[src/rtl/alu_exec_if.sv]
// alu_exec_if: operand/aluop issue handshake and result return handshake
// for the piRISC execute-stage ALU.
interface alu_exec_if #(
  parameter int WIDTH  = 32,
  parameter int AWIDTH = 4
);
  logic              in_valid;
  logic              in_ready;
  logic [AWIDTH-1:0] aluop;
  logic [WIDTH-1:0]  operand_a;
  logic [WIDTH-1:0]  operand_b;
  logic              out_valid;
  logic              out_ready;
  logic [WIDTH-1:0]  result;
  logic              zero;

  modport master (
    output in_valid, aluop, operand_a, operand_b, out_ready,
    input  in_ready, out_valid, result, zero
  );

  modport slave (
    input  in_valid, aluop, operand_a, operand_b, out_ready,
    output in_ready, out_valid, result, zero
  );
endinterface

[src/rtl/alu_exec_unit.sv]
// alu_exec_unit: piRISC execute-stage ALU; single-cycle logic ops and
// iterative 1-bit-per-cycle shifts behind valid/ready handshakes.
module alu_exec_unit #(
  parameter int WIDTH   = 32,
  parameter int AWIDTH  = 4,
  parameter int SHWIDTH = 5
) (
  input  logic       clk,
  input  logic       rst,
  alu_exec_if.slave  io,
  output logic       busy
);

  typedef enum logic [1:0] {
    IDLE  = 2'd0,
    SHIFT = 2'd1,
    DONE  = 2'd2
  } state_e;

  localparam logic [AWIDTH-1:0] OP_SUB  = AWIDTH'(1);
  localparam logic [AWIDTH-1:0] OP_XOR  = AWIDTH'(2);
  localparam logic [AWIDTH-1:0] OP_OR   = AWIDTH'(3);
  localparam logic [AWIDTH-1:0] OP_AND  = AWIDTH'(4);
  localparam logic [AWIDTH-1:0] OP_SLL  = AWIDTH'(5);
  localparam logic [AWIDTH-1:0] OP_SRL  = AWIDTH'(6);
  localparam logic [AWIDTH-1:0] OP_SRA  = AWIDTH'(7);
  localparam logic [AWIDTH-1:0] OP_SLT  = AWIDTH'(8);
  localparam logic [AWIDTH-1:0] OP_SLTU = AWIDTH'(9);

  localparam logic [SHWIDTH-1:0] CNT_ONE = SHWIDTH'(1);

  state_e             state_q, state_d;
  logic [AWIDTH-1:0]  op_q, op_d;
  logic [WIDTH-1:0]   work_q, work_d;
  logic [SHWIDTH-1:0] cnt_q, cnt_d;
  logic [WIDTH-1:0]   result_q, result_d;
  logic               zero_q, zero_d;

  logic [SHWIDTH-1:0] shamt;
  logic               accept;
  logic               is_shift;
  logic               start_shift;
  logic [WIDTH-1:0]   alu_res;
  logic [WIDTH-1:0]   shift_val;

  assign shamt    = io.operand_b[SHWIDTH-1:0];
  assign accept   = io.in_valid & io.in_ready;
  assign is_shift = (io.aluop == OP_SLL) |
                    (io.aluop == OP_SRL) |
                    (io.aluop == OP_SRA);
  assign start_shift = is_shift & (shamt != '0);

  // Shifts only reach this path with shamt=0, where the result is operand_a.
  always_comb begin
    alu_res = io.operand_a + io.operand_b;
    case (io.aluop)
      OP_SUB:  alu_res = io.operand_a + ~io.operand_b + WIDTH'(1);
      OP_XOR:  alu_res = io.operand_a ^ io.operand_b;
      OP_OR:   alu_res = io.operand_a | io.operand_b;
      OP_AND:  alu_res = io.operand_a & io.operand_b;
      OP_SLL,
      OP_SRL,
      OP_SRA:  alu_res = io.operand_a;
      OP_SLT:  alu_res = {{(WIDTH-1){1'b0}},
                 $signed(io.operand_a) < $signed(io.operand_b)};
      OP_SLTU: alu_res = {{(WIDTH-1){1'b0}},
                 io.operand_a < io.operand_b};
      default: alu_res = io.operand_a + io.operand_b;
    endcase
  end

  always_comb begin
    shift_val = {work_q[WIDTH-1], work_q[WIDTH-1:1]};
    unique case (1'b1)
      op_q == OP_SLL: shift_val = {work_q[WIDTH-2:0], 1'b0};
      op_q == OP_SRL: shift_val = {1'b0, work_q[WIDTH-1:1]};
      default:        shift_val = {work_q[WIDTH-1], work_q[WIDTH-1:1]};
    endcase
  end

  always_ff @(posedge clk) begin
    if (rst) begin
      state_q <= IDLE;
    end else begin
      state_q <= state_d;
    end
  end

  always_comb begin
    state_d = state_q;
    if (accept) begin
      state_d = start_shift ? SHIFT : DONE;
    end else begin
      unique case (state_q)
        SHIFT:   if (cnt_q == CNT_ONE) state_d = DONE;
        DONE:    if (io.out_ready) state_d = IDLE;
        default: state_d = state_q;
      endcase
    end
  end

  always_comb begin
    io.in_ready  = (state_q == IDLE) |
                   ((state_q == DONE) & io.out_ready);
    io.out_valid = (state_q == DONE);
    busy         = (state_q != IDLE);
  end

  always_comb begin
    op_d     = op_q;
    work_d   = work_q;
    cnt_d    = cnt_q;
    result_d = result_q;
    zero_d   = zero_q;
    if (accept) begin
      op_d = io.aluop;
      if (start_shift) begin
        work_d = io.operand_a;
        cnt_d  = shamt;
      end else begin
        result_d = alu_res;
        zero_d   = (alu_res == '0);
      end
    end else if (state_q == SHIFT) begin
      work_d = shift_val;
      cnt_d  = cnt_q - CNT_ONE;
      if (cnt_q == CNT_ONE) begin
        result_d = shift_val;
        zero_d   = (shift_val == '0);
      end
    end
  end

  always_ff @(posedge clk) begin
    if (rst) begin
      op_q     <= '0;
      work_q   <= '0;
      cnt_q    <= '0;
      result_q <= '0;
      zero_q   <= 1'b0;
    end else begin
      op_q     <= op_d;
      work_q   <= work_d;
      cnt_q    <= cnt_d;
      result_q <= result_d;
      zero_q   <= zero_d;
    end
  end

  assign io.result = result_q;
  assign io.zero   = zero_q;

endmodule
[src/flat_wrapper.sv]
// flat-port wrapper written by rule: the top's interface ports become plain ports
module alu_exec_unit_flat 
#(
  parameter int WIDTH   = 32,
  parameter int AWIDTH  = 4,
  parameter int SHWIDTH = 5
)
  (clk, rst, busy, io_in_valid, io_aluop, io_operand_a, io_operand_b, io_out_ready, io_in_ready, io_out_valid, io_result, io_zero);
  alu_exec_if #(.WIDTH(WIDTH), .AWIDTH(AWIDTH)) io_i ();
  input  logic clk;
  input  logic rst;
  output logic busy;
  input wire logic [$bits(io_i.in_valid)-1:0] io_in_valid;
  input wire logic [$bits(io_i.aluop)-1:0] io_aluop;
  input wire logic [$bits(io_i.operand_a)-1:0] io_operand_a;
  input wire logic [$bits(io_i.operand_b)-1:0] io_operand_b;
  input wire logic [$bits(io_i.out_ready)-1:0] io_out_ready;
  output wire logic [$bits(io_i.in_ready)-1:0] io_in_ready;
  output wire logic [$bits(io_i.out_valid)-1:0] io_out_valid;
  output wire logic [$bits(io_i.result)-1:0] io_result;
  output wire logic [$bits(io_i.zero)-1:0] io_zero;
  assign io_i.in_valid = io_in_valid;
  assign io_i.aluop = io_aluop;
  assign io_i.operand_a = io_operand_a;
  assign io_i.operand_b = io_operand_b;
  assign io_i.out_ready = io_out_ready;
  assign io_in_ready = io_i.in_ready;
  assign io_out_valid = io_i.out_valid;
  assign io_result = io_i.result;
  assign io_zero = io_i.zero;
  alu_exec_unit #(.WIDTH(WIDTH), .AWIDTH(AWIDTH), .SHWIDTH(SHWIDTH)) u_core (.clk(clk), .rst(rst), .io(io_i), .busy(busy));
endmodule
[config.mk]
export PLATFORM = sky130hd
export DESIGN_NAME = alu_exec_unit_flat
export DESIGN_NICKNAME = d
export VERILOG_FILES = /design/src/rtl/alu_exec_if.sv /design/src/rtl/alu_exec_unit.sv /design/src/flat_wrapper.sv
export SDC_FILE = /design/constraint.sdc
export NUM_CORES = 1
export LEC_CHECK = 0
export BUFFER_PORTS_ARGS = -buffer_cell sky130_fd_sc_hd__buf_2
export CORE_AREA = 4 4 138 140
export CTS_CLUSTER_DIAMETER = 40
export CTS_CLUSTER_SIZE = 14
export DETAILED_ROUTE_END_ITERATION = 12
export DIE_AREA = 0 0 142 144
export PLACE_DENSITY = 0.75
export SLEW_MARGIN = 20
export SYNTH_ARGS = -nofsm -noshare
export SYNTH_HDL_FRONTEND = slang
export SYNTH_SLANG_ARGS = --single-unit
[constraint.sdc]
create_clock -name clk -period 10.6 [get_ports clk]
set_input_delay 2.65 -clock clk [delete_from_list [all_inputs] [get_ports clk]]
set_output_delay 2.65 -clock clk [all_outputs]
set_load 0.005 [all_outputs]
### Yosys cells after proc, flatten, opt, wreduce, memory -nomap -nowiden

Cells that the tools add are included.

| word-level totals | value |
|---|---|
| register bits | 76 |
| bits of input ports | 72 |
| word-level logic and storage cells | 73 |

| cells by class | value |
|---|---|
| muxes and demuxes | 21 |
| reduce and logical (&&, ||, !) cells | 12 |
| order comparisons | 2 |
| $add $sub $neg | 4 |
| eq/ne operators | 18 |
| bitwise operators | 10 |

Operators by type and width:

| cell | count |
|---|---|
| 32-bit two-way mux | 7 |
| 32-bit one-hot mux with 7 select lines | 1 |
| 32-bit adder | 2 |
| 32-bit zero test | 2 |
| 32-bit less-than comparator | 2 |
| 32-bit one-hot mux with 2 select lines | 1 |
| 32-bit by 1-bit adder with 32-bit output, second input constant | 1 |
| 32-bit AND | 1 |
| 32-bit inverter | 1 |
| 32-bit bitwise OR | 1 |
| 32-bit bitwise XOR | 1 |
| 4-bit by 3-bit equality test with 1-bit output, second input constant | 6 |
| 5-bit two-way mux | 3 |
| 4-bit by 2-bit equality test with 1-bit output, second input constant | 2 |
| 4-bit equality test, second input constant | 2 |
| 2-bit two-way mux | 4 |
| 3-bit AND reduction | 2 |
| 2-bit nonzero test | 3 |
| 5-bit by 1-bit equality test with 1-bit output, second input constant | 1 |
| 5-bit nonzero test | 1 |
| 5-bit by 1-bit subtractor with 5-bit output, second input constant | 1 |
| 4-bit by 1-bit equality test with 1-bit output, second input constant | 1 |
| 1-bit two-way mux | 4 |
| 2-bit inequality test, second input constant | 2 |
| 11 further kinds | 15 |

### Longest topological paths before layout

Gate-level depths: netlist of the first run.

| logic depth | value |
|---|---|
| word-level depth | 7 |
| mapped depth | 16 |

### Worst setup path after synthesis of the first run

Ideal clock, no wire load.

| timing | value |
|---|---|
| kind | input -> register |
| start point | input io_operand_b[0] |
| end point | register u_core.result_q[30] (netlist: u_core.io.result[30]) |
| slack | 4.900 ns |
| stages on the path | 14 |
| arrival time | 5.630 ns |
| path through | ha_1 fa_1 a211oi_2 o41a_1 a211oi_1 nor2_1 o31ai_2 a311o_1 a31o_2 a21oi_1 mux2i_1 a21oi_1 a211o_1 a21oi_1 |

| on the way | value |
|---|---|
| cells in the longest elaborated chain, start to end | 6 |

Ends and longest elaborated chain:

| element | RTL line | text |
|---|---|---|
| start: declaration | flat_wrapper.sv:16 | `input wire logic [$bits(io_i.operand_b)-1:0] io_operand_b;` |
| 32-bit inverter | alu_exec_unit.sv:57 | `OP_SUB: alu_res = io.operand_a + ~io.operand_b + WIDTH'(1);` |
| 32-bit adder | alu_exec_unit.sv:57 |  |
| 32-bit by 1-bit adder with 32-bit output | alu_exec_unit.sv:57 |  |
| 32-bit one-hot mux with 7 select lines | alu_exec_unit.sv:56 | `case (io.aluop)` |
| 32-bit two-way mux | alu_exec_unit.sv:117 | `if (start_shift) begin` |
| 32-bit two-way mux | alu_exec_unit.sv:115 | `if (accept) begin` |
| end signal: assignment | alu_exec_unit.sv:145 | `result_q <= result_d;` |
| end: declaration | alu_exec_unit.sv:36 | `logic [WIDTH-1:0] result_q, result_d;` |

Parallel ways exist; a longest one is shown, timed or not. The select of a mux whose other input is x is not followed.
A chain may end at the register's enable or synchronous reset.

### Worst setup path after layout of the first run

| timing | value |
|---|---|
| start point | input io_operand_b[1] |
| end point | register u_core.result_q[31] (netlist: u_core.io.result[31]) |

Same word-level chain as after synthesis.

==> results list, run 1 <==
* Count of pins on the block boundary: roughly 110
- The final hold violation count came to 0.
* Largest stage delay on the critical path: 0.48 ns
- For this run, the total global-route usage over all layers was measured as 33.07%.
- Count of cells along the worst register-to-register path: 15
- The number of slew-limit violations in the final report came to 0.
- Vias in the first global route: 10060
- The most used flip-flop cell after synthesis is sky130_fd_sc_hd__dfxtp_1.
* Global-route wire length before repair: 54.67 mm
* Final weighted congestion of routability-driven global placement: 1.062
- The die covers roughly 20000 um^2.
- Yosys top cell by area: sky130_fd_sc_hd__dfxtp_1
* Portion of the post-synthesis area used by sequential elements: 15.75%
- Layout Utilization: 58.66%
- Final Setup Violations: 0
* CTS sink count: 76
- Launch instance of the worst min-delay path: u_core.io.result[28]
* Final net count: 1624
* Horizontal extent of the die: 142 um
* Clock input transition at the sequential cells of the worst setup and hold paths: roughly 0.06 ns
* Max-Slew Margin vs Limit: between 20% and 30%
- After synthesis, the mean cell area works out to 6.804 um^2.
- In this run, synthesis produced a sequential element count of 76.
- Detailed routing inserted a total of 11210 vias.
- Number of warning messages in the yosys log: 0
- Cell chosen for the clock root: sky130_fd_sc_hd__clkbuf_16
* Die Y-Extent: 144 um
* Number of DRC markers in iteration 0: just under 2000
- In this run the cell area of the synthesized design comes to slightly below 10000 um^2.
- For the worst-skew pair, the clock arrives at the later sink with an insertion delay of around 0.34 ns.
- Walking the worst path, the cells encountered are buf_2 -> inv_1 -> ha_1 -> a211oi_1 -> o211ai_1 -> a22oi_1 -> a21o_1 -> o21ai_0 -> a2111oi_0 -> nor2_1 -> a41oi_1 -> mux2i_1 -> a2111oi_0 -> or3_1 -> a21oi_1.
- Number of nets with antenna violations after routing: 0
- Minimum clock period: 6.507 ns
- Share of total power consumed by net switching: around 42%
* Launching point of the worst reg2reg path: u_core.state_q[0]
* Antenna violations before repair: 1
- For this run, the detailed router's first-pass iteration total came to 6.
- The initialized floorplan defines 49 standard-cell rows.
- Setup TNS: 0 ns
- After synthesis, the largest area contributor takes up 15.75% of total cell area.
- Final clock period utilization by the worst path: slightly above 60%
- The cell count after synthesis came out at between 1000 and 1500.
- Class of the most critical hold timing path: flop to flop
- P_leak: 4.624 nW
- In this run the standard cell core region covers 17840 um^2.
- Commonest cells post-synth: sky130_fd_sc_hd__nand2_1, sky130_fd_sc_hd__a21oi_1, sky130_fd_sc_hd__nor2_1
- Synthesized netlist net count: 1595
- Depth of the worst hold-timing path: 2
- In this run, post-CTS hold repair placed 0 buffers.
* Number of I/O port buffers: 107
- In this run, post-CTS repair resized a total of 0 instances.
- The worst setup path is launched from an input pin.
- Area added between synthesis and finish: 8.327%
- Drt total wl: 35.01 mm
- The initial utilization of the core area, before any placement, comes to between 50% and 60%.
- Buffers added to address setup during post-CTS repair amount to 0.
* Layout cell share with drive strength beyond 1: a little under an eighth
* Smallest hold slack: 0.4499 ns
- Top cell family by delay on the critical path: compound AO/OA/AOI/OAI gates
* Fraction of registers with async set/reset: 0%
* Detailed placement HPWL: 26.62 mm
- The H-tree was split into 3 levels.
* Number of enable flip-flop cells after synthesis: 0
- Max-Cap Viols: 0
- The slowest stage of the critical path is the sky130_fd_sc_hd__a211oi_1 cell.
* Biggest area contributors in the synthesized netlist: sky130_fd_sc_hd__dfxtp_1, sky130_fd_sc_hd__ha_1, sky130_fd_sc_hd__a21oi_1, sky130_fd_sc_hd__nand2_1, sky130_fd_sc_hd__o211ai_1
* CP Data Arrival Time: between 6 and 7 ns
* Clock tree from TritonCTS: yes
* Total congestion overflow: 0
- Maximum clock path buffer count: 2
- Post-detailed-route DRC marker count: 0
* Number of distinct library cells after synthesis: 82
- Sequential cells burn between 20 and 30% of the power.
- Among the stages of the critical path, the cell type that occurs most often is sky130_fd_sc_hd__a2111oi_0.
- Counting buffers and inverters, the worst setup path is 15 cells deep.
* Maximum number of pins on one net before global-route repair: 98
* Number of buffers inserted during clock tree synthesis: 9
* Crit path buffers/inverters: 2
- For this design the total switching power over the nets is 0.0004749 W.
* Count leader, synth: sky130_fd_sc_hd__nand2_1
* Post-Route Skew: about 0.0073 ns
- Via/cell ratio: around 6.7
- For the pin with the worst max-slew slack, the measured transition is 1.101 ns.
- The worst setup path is of the input pin to flop kind.
- Combinational logic is responsible for 46.1% of the overall power.
- Data on the critical path is required at its endpoint by roughly 11 ns.
- Internal power comes to 0.0006454 W.
- For this run, the top clock speed supported by timing is 153.7 MHz.
* Highest fanout seen on the critical path: 4
* P per Cell Area: about 110 nW/um^2
- Per report_power, the clock group accounts for ~25% of the total.
* Launch point of the worst path: io_operand_b[1]
- After detailed routing, the average wire length per cell comes to ~21 um.
- Setup repair after global routing left no endpoint under its margin.
- The flow ran to the end, and the final reports show no timing, DRC or antenna violations.
* Crit path capture type: flop
* Worst voltage drop across the vdd grid: between 0.1 and 0.15 mV
[layer usage]
metal / routed length [um] / GRT usage [%]
met1: 14780 / 47.72
met2: 15150 / 51.30
met4: 1000 / 8.889
met5: 0 / 0
met3: 4072 / 5.258
[registers in the layout, summed over array words and instances, names as in the netlist]
register / flops
u_core.io.result: 32
u_core.op_q: 4
u_core.cnt_q: 5
u_core.state_q: 2
u_core.io.zero: 1
u_core.work_q: 32
[logic make-up after synthesis]
kind of cell               Yosys count  synth area share [%]
and+or+nand+nor                    501                 23.79
xor gates and xnor gates            10                0.9066
muxes                               40                 4.170
adders and majority gates          103                 13.49
AOI/OAI and AO/OA                  483                 33.45
DFF                                 76                 15.75
buffers and inverters              207                 8.443
[power by group through the flow]
| stage | Sequential (W) | Combinational (W) | Clock, W |
|---|---|---|---|
| 2_1_floorplan | 0.000322 | 0.000349 | 0 |
| 3_3_place_gp | 0.000324 | 0.000498 | 0 |
| 3_5_place_dp | 0.000325 | 0.000500 | 0 |
| 4_1_cts | 0.000319 | 0.000502 | 0.000284 |
| 5_1_grt | 0.000321 | 0.000561 | 0.000296 |
| 6_report | 0.000319 | 0.000517 | 0.000284 |
[cells in the final DEF, fill, tap and decap left out, types with 7 or more instances in the layout]
| master | instances |
|---|---|
| sky130_fd_sc_hd__o211ai_1 | 58 |
| sky130_fd_sc_hd__xnor2_1 | 8 |
| sky130_fd_sc_hd__a221oi_1 | 8 |
| sky130_fd_sc_hd__o21bai_1 | 9 |
| sky130_fd_sc_hd__o31ai_1 | 18 |
| sky130_fd_sc_hd__and3_1 | 8 |
| sky130_fd_sc_hd__o21ai_0 | 46 |
| sky130_fd_sc_hd__a2111oi_0 | 9 |
| sky130_fd_sc_hd__nand4_1 | 17 |
| sky130_fd_sc_hd__o22ai_1 | 22 |
| sky130_fd_sc_hd__mux2i_1 | 36 |
| sky130_fd_sc_hd__a21oi_1 | 180 |
| sky130_fd_sc_hd__buf_4 | 16 |
| sky130_fd_sc_hd__inv_1 | 100 |
| sky130_fd_sc_hd__nand2_1 | 200 |
| sky130_fd_sc_hd__nor3_1 | 34 |
| sky130_fd_sc_hd__nand3b_1 | 7 |
| sky130_fd_sc_hd__nor4_1 | 29 |
| sky130_fd_sc_hd__ha_1 | 101 |
| sky130_fd_sc_hd__nand2b_1 | 10 |
| sky130_fd_sc_hd__nor2_1 | 107 |
| sky130_fd_sc_hd__or2_2 | 8 |
| sky130_fd_sc_hd__nand3_1 | 46 |
| sky130_fd_sc_hd__dfxtp_1 | 76 |
| sky130_fd_sc_hd__buf_2 | 107 |
| sky130_fd_sc_hd__a31oi_1 | 8 |
| sky130_fd_sc_hd__a21o_1 | 12 |
| sky130_fd_sc_hd__clkbuf_16 | 9 |
| sky130_fd_sc_hd__a211oi_1 | 17 |
| sky130_fd_sc_hd__or3_1 | 7 |
| sky130_fd_sc_hd__nor2b_1 | 9 |
[tightest hold or removal path, stage by stage (launching register included)]
cell and delay (ns):
sky130_fd_sc_hd__dfxtp_1 0.31, sky130_fd_sc_hd__nand2_1 0.05, sky130_fd_sc_hd__a21oi_1 0.05
[through the flow]
step	instance area, um^2	power [W]	cells	worst slack [ns]
floorplan	9662	0.0006713	1420	4.900
global placement	10190	0.0008229	1667	3.898
detailed placement	10190	0.0008249	1667	3.889
CTS	10460	0.001105	1683	4.230
global route	10470	0.001179	1684	3.787
finish	10470	0.001120	1684	4.093
[area by class of cell]
type                            instances  area, um^2
Antenna cell                            1       2.502
Clock buffer                           12       246.5
Clock inverter                          4       25.02
Fill cell                            1762        7375
Inverter                              102       382.9
Multi-Input combinational cell       1137        7346
Sequential cell                        76        1521
Tap cell                              229       286.5
Timing Repair Buffer                  123       655.6
[final timing paths]
check,slack (ns),end
worst min register to register,0.45,u_core.io.result[28]
worst max register to register,6.94,u_core.io.zero
worst max-delay path,4.09,u_core.io.result[31]
worst min-delay path,0.45,u_core.io.result[28]
Note: power is estimated with default switching activity, not from simulation.
==> inputs of run 2 (changes only) <==
--- a/config.mk
+++ b/config.mk
@@ -11,7 +11,7 @@
 export CTS_CLUSTER_SIZE = 14
 export DETAILED_ROUTE_END_ITERATION = 12
 export DIE_AREA = 0 0 142 144
-export PLACE_DENSITY = 0.75
+export PLACE_DENSITY = 0.78
 export SLEW_MARGIN = 20
 export SYNTH_ARGS = -nofsm -noshare
 export SYNTH_HDL_FRONTEND = slang
==> constraint.sdc (replaced) <==
create_clock -name clk -period 5.89 [get_ports clk]
set_input_delay 1.4725 -clock clk [delete_from_list [all_inputs] [get_ports clk]]
set_output_delay 1.4725 -clock clk [all_outputs]
set_load 0.005 [all_outputs]
==> run 2 against run 1 <==
Routed wire length rose by 6.6%; sequential share of layout area fell by 0.20 points; via count rose by 1.5%; power grew 88%; highest routed layer unchanged; sequential cell count did not move; worst setup slack lost 3.7 ns.
==> results list, run 2 (synthesis gave the netlist of run 1 again) <==
* Final Setup Violations: 0 (unchanged)
- The initial antenna violation count is 1 (unchanged).
- Drt total wl: 37.33 mm (+6.6%)
* Number of DRC markers in iteration 0: 1824 (-5.4%)
* All-Layer GR Usage: 35.48% (+2.4 points)
- The clock buffer count from CTS is 9 (unchanged).
- The final net count is 1636 (+0.74%).
- Timing would allow up to 182.3 MHz.
* Post-Route Skew: 0.006049 ns (-0.001240 ns)
- The final RePlAce weighted congestion was 1.035 (-2.6%).
- The count of maximum capacitance violations was 0 (unchanged).
- Share of total power consumed by net switching: 41.69% (-0.70 points)
- The clock share of power was 27.2% (+1.9 points).
- Worst path required time: 6.08 ns (-4.71 ns)
- The count of nets left with antenna violations after detail routing was 0 (unchanged).
* Most frequent cells in the layout: sky130_fd_sc_hd__nand2_1, sky130_fd_sc_hd__a21oi_1, sky130_fd_sc_hd__nor2_1, sky130_fd_sc_hd__buf_2, sky130_fd_sc_hd__ha_1
- Worst-Skew Late Latency: 0.34 ns (about the same)
- Placed Cells incl. Taps: 1679 (+0.72%)
- TritonCTS built the clock tree.
- The total number of vias came to 11370 (+1.5%).
* Vias in the first global route: 10230 (+1.7%)
* Reg-to-reg critical path endpoint: u_core.io.zero
* Total power draw: 0.002108 W (+88%)
* Horizontal extent of the die: 142 um (unchanged)
* Detailed placement HPWL: 28.64 mm (+7.6%)
* Post-CTS setup buffers: 0 (unchanged)
- Highest fanout seen on the critical path: 4 (unchanged)
* CP Data Arrival Time: 5.68 ns (-1.02 ns)
* Cell internal power dissipation: 0.001229 W (+90%)
* Core area: 17840 um^2 (unchanged)
* Layout cell share with drive strength beyond 1: 12.55% (+0.79 points)
* Final clock period utilization by the worst path: between 90 and 100%
- Cell chosen for the clock root: sky130_fd_sc_hd__clkbuf_16
- Part of the total power dissipated in sequential elements: 27.2% (-1.3 points)
* Rows: 49 (unchanged)
- Post-route standard cell area excluding fillers: 10610 um^2 (+1.4%)
* Number of I/O port buffers: 107 (unchanged)
- Leading cell type in the layout, fill and taps excluded: sky130_fd_sc_hd__nand2_1
- Post-detailed-route DRC marker count: 0 (unchanged)
* CTS sink count: 76 (unchanged)
- The sum of overflow across all layers after global routing came to 0 (unchanged).
- Maximum clock path buffer count: 2 (unchanged)
- Maximum number of pins on one net before global-route repair: 77 (-21%)
* Worst setup path endpoint: u_core.io.result[31]
- The number of placed I/O pins came to 108 (unchanged).
* Count of TritonRoute iterations in the first routing pass: 6 (unchanged)
* Global-route wire length before repair: 58.17 mm (+6.4%)
- The flow ran to the end, and the final reports show no timing, DRC or antenna violations.
- Die footprint: 20450 um^2 (unchanged)
- Final standard cell count with taps included and fillers excluded: 1696 (+0.71%)
- The post-cts sizing count was 0 (unchanged).
- The average detailed-routed wire length per instance was 22.01 um (+5.9%).
- The die span in y is 144 um (unchanged).
* Worst voltage drop across the vdd grid: 0.2430 mV (+76%)
- P per Cell Area: 198.7 nW/um^2 (+86%)
- The initial cell density of the core is 54.16% (unchanged).
- In this run the worst setup path begins at io_operand_b[1].
- Area added between synthesis and finish: 9.803%
- Hold-fix buffers, CTS: 0 (unchanged)
- The sum of negative setup slack came to 0 ns (unchanged).
- The combinational share of power came to 45.6% (-0.5 points).
- Instance area at placement: 10290 um^2 (+0.99%)
- After layout, the minimum clock period comes to 5.486 ns.
- The worst reg2reg path depth was 14 (-1).
- The headroom to the max-slew limit was 23.03% (-3.4 points).
- Clock input transition at the sequential cells of the worst setup and hold paths: 0.06 ns (about the same)
- The net load switching power was 0.0008788 W (+85%).
- The number of slew-limit violations in the final report is 0 (unchanged).
- The final hold violation count is 0 (unchanged).
* Register-to-register setup slack: 2.47 ns (-4.47 ns)
- Launching point of the worst reg2reg path: u_core.state_q[0]
* Crit path capture type: flop
- P_leak: 4.712 nW (+1.9%)
* H-tree depth reported by CTS: 3 (unchanged)
- Sort of element at the start of the critical path: input pin
* Unrepaired setup endpoints after global routing: false
- Class of the most critical hold timing path: flop to flop
- By startpoint and endpoint, the worst setup path is classified as input pin to flop.
- Via/cell ratio: 6.703 (+0.75%)
* Actual slew at the worst max-slew pin: 1.132 ns (+0.03148 ns)
## run 2: cell types whose count changed in the layout (fill, tap and decap cells not counted), sizes merged
cell	before	now
bufinv	0	1
buf	123	135
clkinvlp	2	0
inv	101	102
## run 2: final cells by class
class	instances	area (um^2)
multi-input cells	1137	7345
well taps	229	286.5
repair buffers	135	758.2
flip-flops and latches	76	1521
inverters	102	382.9
diodes	1	2.502
fillers	1732	7232
clock inverters	4	56.30
clock buffers	12	256.5
## run 2: how the worst min path moves through the flow
stage	end	startpoint	slack (ns)	cells past startpoint
3_5_place_dp	u_core.io.result[29]	u_core.io.result[29]	0.44	2
5_1_grt	u_core.io.result[29]	u_core.io.result[29]	0.47	2
4_1_cts	u_core.io.result[29]	u_core.io.result[29]	0.45	2
2_1_floorplan	u_core.op_q[2]	u_core.op_q[2]	0.43	2
6_report	u_core.io.result[29]	u_core.io.result[29]	0.44	2
3_3_place_gp	u_core.io.result[16]	u_core.io.result[16]	0.44	2
## run 2: power by group through the flow
stage	Clock, W	Combinational, W	Sequential (W)
floorplan	0	0.000628	0.000580
global placement	0	0.000924	0.000583
detailed placement	0	0.000925	0.000585
CTS	0.000575	0.000930	0.000574
global route	0.000595	0.00104	0.000578
finish	0.000573	0.000961	0.000574
## run 2: worst max-delay path, stage by stage
cell and delay [ns]:
sky130_fd_sc_hd__buf_2 0.15, sky130_fd_sc_hd__inv_1 0.12, sky130_fd_sc_hd__ha_1 0.35, sky130_fd_sc_hd__a211oi_1 0.54, sky130_fd_sc_hd__o211ai_1 0.27, sky130_fd_sc_hd__a22oi_1 0.31, sky130_fd_sc_hd__a21o_1 0.21, sky130_fd_sc_hd__o21ai_0 0.13
sky130_fd_sc_hd__a2111oi_0 0.46, sky130_fd_sc_hd__nor2_1 0.13, sky130_fd_sc_hd__a41oi_1 0.36, sky130_fd_sc_hd__mux2i_1 0.16, sky130_fd_sc_hd__a2111oi_0 0.75, sky130_fd_sc_hd__or3_1 0.21, sky130_fd_sc_hd__a21oi_1 0.06
## run 2: metal layers
layer | routed length [um] | vias up | global-route usage, % | part of all wire, %
li1 | - | 5256 | - | -
met1 | 15790 | 5322 | 50.81 | 42
met2 | 16090 | 711 | 54.71 | 43
met3 | 4514 | 80 | 7.242 | 12
met4 | 935 | 0 | 8.636 | 2.5
met5 | 0 | - | 0 | 0
## run 2: stage by stage
step | util [%] | setup WS, ns | hold slack, ns
after global placement | 57.70 | 0.3151 | 0.4355
after detailed placement | 57.70 | 0.2792 | 0.4401
final | 59.46 | 0.4036 | 0.4441
after CTS | 59.45 | 0.5934 | 0.4485
after floorplan | - | 1.367 | 0.4318
after global routing | 59.45 | 0.1336 | 0.4653
